--- src/rtl/bist_pkg.sv ---
// Shared types and constants for the BIST pattern sequencer: FSM states,
// LFSR/MISR tap masks and default widths.
package bist_pkg;

  localparam int unsigned PI_W_DEF  = 12;
  localparam int unsigned PO_W_DEF  = 8;
  localparam int unsigned CNT_W_DEF = 16;

  // x^12+x^6+x^4+x+1 as a Fibonacci feedback mask over bits 11,5,3,0
  localparam logic [11:0] LFSR_TAPS  = 12'h829;
  localparam logic [11:0] LFSR_RESET = 12'h001;

  // MISR feedback over bits 7,3,2,1
  localparam logic [7:0] MISR_TAPS = 8'h8E;

  typedef enum logic [1:0] {
    StIdle,
    StRun,
    StDrain,
    StDone
  } bist_state_e;

  function automatic logic [11:0] lfsr_seed_fix(input logic [11:0] seed);
    return (seed == 12'h000) ? LFSR_RESET : seed;
  endfunction

endpackage

--- src/rtl/bist_misr.sv ---
// Multiple-input signature register: shift with XOR feedback, fold in din when en.
module bist_misr
  import bist_pkg::*;
#(
  parameter int unsigned W = PO_W_DEF
) (
  input  logic         clk,
  input  logic         rst,
  input  logic         clr,
  input  logic         en,
  input  logic [W-1:0] din,
  output logic [W-1:0] sig
);

  localparam logic [W-1:0] Taps = W'(MISR_TAPS);

  logic [W-1:0] sig_next;

  always_comb begin
    sig_next = {sig[W-2:0], ^(sig & Taps)} ^ din;
  end

  always_ff @(posedge clk or posedge rst) begin
    if (rst) begin
      sig <= '0;
    end else if (clr) begin
      sig <= '0;
    end else if (en) begin
      sig <= sig_next;
    end
  end

endmodule

--- src/rtl/bist_seq.sv ---
// BIST sequencer: LFSR patterns into a combinational CUT, responses compacted by a MISR.
// Define BIST_CAPTURE_REG_EN to register cut_po before the MISR (adds one DRAIN cycle).
module bist_seq
  import bist_pkg::*;
#(
  parameter int unsigned PI_W  = PI_W_DEF,
  parameter int unsigned PO_W  = PO_W_DEF,
  parameter int unsigned CNT_W = CNT_W_DEF
) (
  input  logic             clk,
  input  logic             rst,
  input  logic             start,
  input  logic [CNT_W-1:0] num_pat,
  input  logic [PI_W-1:0]  seed,
  input  logic [PO_W-1:0]  golden,
  output logic [PI_W-1:0]  cut_pi,
  input  logic [PO_W-1:0]  cut_po,
  output logic             busy,
  output logic             done,
  output logic             pass,
  output logic [PO_W-1:0]  signature
);

  localparam logic [PI_W-1:0] LfsrTaps  = PI_W'(LFSR_TAPS);
  localparam logic [PI_W-1:0] LfsrReset = PI_W'(LFSR_RESET);

`ifdef BIST_CAPTURE_REG_EN
  localparam bist_state_e LastRunNext = StDrain;
`else
  localparam bist_state_e LastRunNext = StDone;
`endif

  bist_state_e      state_q;
  logic [PI_W-1:0]  lfsr_q;
  logic [PI_W-1:0]  pi_hold_q;
  logic [CNT_W-1:0] cnt_q;
  logic [CNT_W-1:0] num_pat_q;
  logic             pass_q;

  logic [PI_W-1:0]  lfsr_next;
  logic [PI_W-1:0]  seed_eff;
  logic             last_pat;
  logic             start_ok;
  logic             sig_match;
  logic             misr_en;
  logic [PO_W-1:0]  misr_din;

  always_comb begin
    lfsr_next = {lfsr_q[PI_W-2:0], ^(lfsr_q & LfsrTaps)};
    seed_eff  = (seed == '0) ? LfsrReset : seed;
    last_pat  = (cnt_q == (num_pat_q - CNT_W'(1)));
    start_ok  = (state_q == StIdle) && start;
    sig_match = (signature == golden);
  end

`ifdef BIST_CAPTURE_REG_EN
  logic [PO_W-1:0] cap_q;

  always_ff @(posedge clk or posedge rst) begin
    if (rst) begin
      cap_q <= '0;
    end else if (state_q == StRun) begin
      cap_q <= cut_po;
    end
  end

  // First RUN cycle has no captured response yet; DRAIN absorbs the last one.
  always_comb begin
    misr_en  = ((state_q == StRun) && (cnt_q != '0)) || (state_q == StDrain);
    misr_din = cap_q;
  end
`else
  always_comb begin
    misr_en  = (state_q == StRun);
    misr_din = cut_po;
  end
`endif

  bist_misr #(
    .W (PO_W)
  ) u_misr (
    .clk (clk),
    .rst (rst),
    .clr (start_ok),
    .en  (misr_en),
    .din (misr_din),
    .sig (signature)
  );

  always_ff @(posedge clk or posedge rst) begin
    if (rst) begin
      state_q   <= StIdle;
      lfsr_q    <= LfsrReset;
      pi_hold_q <= '0;
      cnt_q     <= '0;
      num_pat_q <= '0;
      pass_q    <= 1'b0;
    end else begin
      unique case (state_q)
        StIdle: begin
          if (start) begin
            lfsr_q    <= seed_eff;
            cnt_q     <= '0;
            num_pat_q <= num_pat;
            pass_q    <= 1'b0;
            state_q   <= (num_pat == '0) ? StDone : StRun;
          end
        end
        StRun: begin
          lfsr_q    <= lfsr_next;
          pi_hold_q <= lfsr_q;
          // Counter stops at num_pat-1 so it can never wrap.
          if (last_pat) begin
            state_q <= LastRunNext;
          end else begin
            cnt_q <= cnt_q + CNT_W'(1);
          end
        end
        StDrain: begin
          state_q <= StDone;
        end
        StDone: begin
          pass_q  <= sig_match;
          state_q <= StIdle;
        end
      endcase
    end
  end

  always_comb begin
    busy   = (state_q == StRun) || (state_q == StDrain);
    done   = (state_q == StDone);
    pass   = (state_q == StDone) ? sig_match : pass_q;
    cut_pi = (state_q == StRun) ? lfsr_q : pi_hold_q;
  end

endmodule
--- config.mk ---
export PLATFORM = sky130hd
export DESIGN_NAME = bist_seq
export DESIGN_NICKNAME = d
export VERILOG_FILES = /design/src/rtl/bist_pkg.sv /design/src/rtl/bist_misr.sv /design/src/rtl/bist_seq.sv
export SDC_FILE = /design/constraint.sdc
export NUM_CORES = 1
export LEC_CHECK = 0
export ABC_CLOCK_PERIOD_IN_PS = 3950
export BUFFER_PORTS_ARGS = -buffer_cell sky130_fd_sc_hd__buf_2
export CAP_MARGIN = 5
export CORE_ASPECT_RATIO = 1.5
export CORE_MARGIN = 4
export CORE_UTILIZATION = 51
export DETAILED_ROUTE_END_ITERATION = 16
export GPL_TIMING_DRIVEN = 0
export PLACE_DENSITY = 0.85
export SYNTH_ARGS = -nofsm -noshare
export SYNTH_HDL_FRONTEND = slang
export SYNTH_SLANG_ARGS = --single-unit
--- constraint.sdc ---
create_clock -name clk -period 3.95 [get_ports clk]
set_input_delay 0.395 -clock clk [delete_from_list [all_inputs] [get_ports clk]]
set_output_delay 0.395 -clock clk [all_outputs]
set_load 0.01 [all_outputs]
==> out/metrics.yaml <==
status: "complete, no violations"
yosys_warnings: 0
synth_ff_type: "dfrtp_1"
ir_drop_uv: 577
fin_setup_tns_ns: 0
start_kind: "register"
syn_inst: 411
slew_headroom_pct: 53.9
synth-edff-count: 0
final_util_pct: 62.1
drv_slew: 0
htreeDepth: 3
end_kind: "register"
dp.final_hpwl_mm: 7.16
avgSynthCellArea_um2: 9.36
syn_area_um2: 3850
ys_types: 49
final_common_cell: "nand2_1"
worst_slew_pin_slew_ns: 0.691
met2_usage_pct: 40.4
finalCritPeriodShare_pct: 85.3
grt_max_degree: 45
grtUsageMet1_pct: 25.8
period_minus_slack_ns: 3.37
slowest_stage: "or4_1"
hp-class: "in -> async"
grtUsageMet3_pct: 4.88
final_layout_size_suffix_gt1_share_pct: 21.6
multi_input_area_um2: 2030
p_per_area_nw_per_um2: 791
drt_iter0_drc: 258
grt_pass1_vias: 3525
path_cells: "or4_1 > buf_2 > nor4_1 > mux2_2 > o211ai_2 > nor4b_4 > buf_6 > buf_6 > o31ai_1 > a21oi_1"
busiest_layer: "met2"
antenna_cells: 0
power.leakage_nw: 2.02
remaining_drc_errors: 0
initial_core_util_pct: 52.9
required_ns: 4.22
io_pins: 70
reg2reg_slack_ns: 0.58
post_cts_buffers: 0
seqCellArea_um2: 1680
core_area_um2: 7270
via_per_inst: 5.67
fin_hold_ws_ns: 0.0757
grt_overflow_total: 0
wl_per_cell_um: 15.8
cpMostUsedCell: "buf_6"
finalHoldViolations: 0
grt_usage_pct: 23.0
final_cell_mix: "nand2_1, buf_2, dfrtp_1"
cts.sinks: 67
synth_nets: 465
ant_nets: 0
first_pass_iters: 4
dieArea_um2: 9030
async_flop_share_pct: 100
drv_cap: 0
clkTransAtPathRegs_ns: 0.07
synth-seq-cells: 67
wl_mm: 9.42
setup_viol_count_final: 0
clk_latency_ns: 0.35
intPower_mw: 2.04
rows: 38
worstPathMaxFanout: 10
p_sw_share_pct: 43.0
cts_buffers: 9
power_mw: 3.57
numPortBuffers: 69
power_frac_comb_pct: 50.6
power_frac_clock_pct: 14.6
num_vias: 3379
gp_congestion: 0.867
rsz0062_at_grt: "no"
layout.nets: 546
clock_tree.root_cell: "clkbuf_8"
fin_skew_ns: 0.00908
die_h_um: 114
switchingPower_mw: 1.54
clk_path_buf_depth: 2
cp_slowest_stage_delay_ns: 0.54
cts_resized: 0
grt_first_pass_wirelength_mm: 16.2
seq_area_frac_synth_pct: 43.6
worstPathArrival_ns: 3.64
antenna_found_initial: 0
syn_to_final_growth_pct: 17.4
crit_type: "reg -> reg"
fillCellCount: 579
cts_tree: "yes"
fmax_ghz: 0.297
p_seq_share_pct: 34.9
die_w_um: 78.9
postCtsHoldBufs: 0
## cell families after synthesis
group / after synthesis / share of synthesized area, %
compound gates: 75 / 12.4
xor+xnor: 41 / 9.33
fa+ha+maj: 7 / 2.28
buf+inv: 32 / 3.54
flops: 67 / 43.6
mux: 26 / 7.15
simple gates: 163 / 21.7
## worst max-delay path: cells and delay by family, from the launching register on
family | cells | cell delay [ns]
simple gates | 3 | 1.43
buf+inv | 3 | 0.53
compound gates | 3 | 0.45
mux | 1 | 0.40
flops | 1 | 0.47
## registers in the layout, summed over array words and instances (netlist names)
name / count
cnt_q: 16
num_pat_q: 16
u_misr.sig: 8
pi_hold_q: 12
lfsr_q: 12
pass_q: 1
state_q: 2
## through the flow
| stage | instance area (µm²) | setup WS (ns) | std cells |
|---|---|---|---|
| after floorplan | 3850 | 1.03 | 411 |
| after global placement | 4320 | 0.694 | 580 |
| after detailed placement | 4340 | 0.648 | 581 |
| after CTS | 4520 | 0.609 | 596 |
| after global routing | 4520 | 0.253 | 596 |
| final | 4520 | 0.580 | 596 |
## power by group through the flow
stage	combinational [mW]	sequential [mW]	clock, mW
final	1.81	1.25	0.521
after detailed placement	1.80	1.25	0
after floorplan	1.33	1.19	0
after CTS	1.81	1.24	0.532
after global routing	2.03	1.28	0.562
after global placement	1.73	1.24	0
## final timing paths
kind                           endpoint    startpoint  cells after the start
max                           cnt_q[11]  num_pat_q[2]                     10
min                        pi_hold_q[2]           rst                      2
max reg2reg                   cnt_q[11]  num_pat_q[2]                     10
min reg2reg                pi_hold_q[2]  pi_hold_q[2]                      1
max in group asynchronous     lfsr_q[0]           rst                      3
min in group clk           num_pat_q[7]    num_pat[7]                      3
## routing by layer
| metal | vias to the layer above | part of all wire, % | routed length (µm) |
|---|---|---|---|
| met4 | 0 | 3.0 | 281 |
| met2 | 87 | 55 | 5160 |
| met5 | - | 0 | 0 |
| met3 | 26 | 4.0 | 373 |
| li1 | 1631 | - | - |
| met1 | 1635 | 38 | 3610 |
## cell type report
| type | instances | area share (%) |
|---|---|---|
| Multi-Input combinational cell | 312 | 45.0 |
| Inverter | 11 | 0.914 |
| Clock inverter | 2 | 0.222 |
| Buffer | 21 | 2.10 |
| Tap cell | 100 | 2.77 |
| Clock buffer | 13 | 3.74 |
| Sequential cell | 67 | 37.1 |
| Timing Repair Buffer | 70 | 8.09 |
## synthesized netlist by cell type (7+ instances only)
master | instances | area (µm²)
nand2_1 | 71 | 267
dfrtp_1 | 66 | 1650
xnor2_1 | 26 | 228
o21ai_0 | 19 | 95.1
a21oi_1 | 18 | 90.1
nor2_1 | 17 | 63.8
clkbuf_1 | 16 | 60.1
xor2_1 | 15 | 131
mux2i_1 | 14 | 140
mux2_2 | 12 | 135
nor4_1 | 12 | 75.1
inv_1 | 11 | 41.3
nand3_1 | 10 | 50.1
or4_1 | 10 | 75.1
o31ai_1 | 9 | 67.6
a211oi_1 | 8 | 60.1
ha_1 | 7 | 87.6
nand4_1 | 7 | 43.8
nor3_1 | 7 | 35.0
or3_1 | 7 | 43.8
Power figures use the tool's default switching activity.
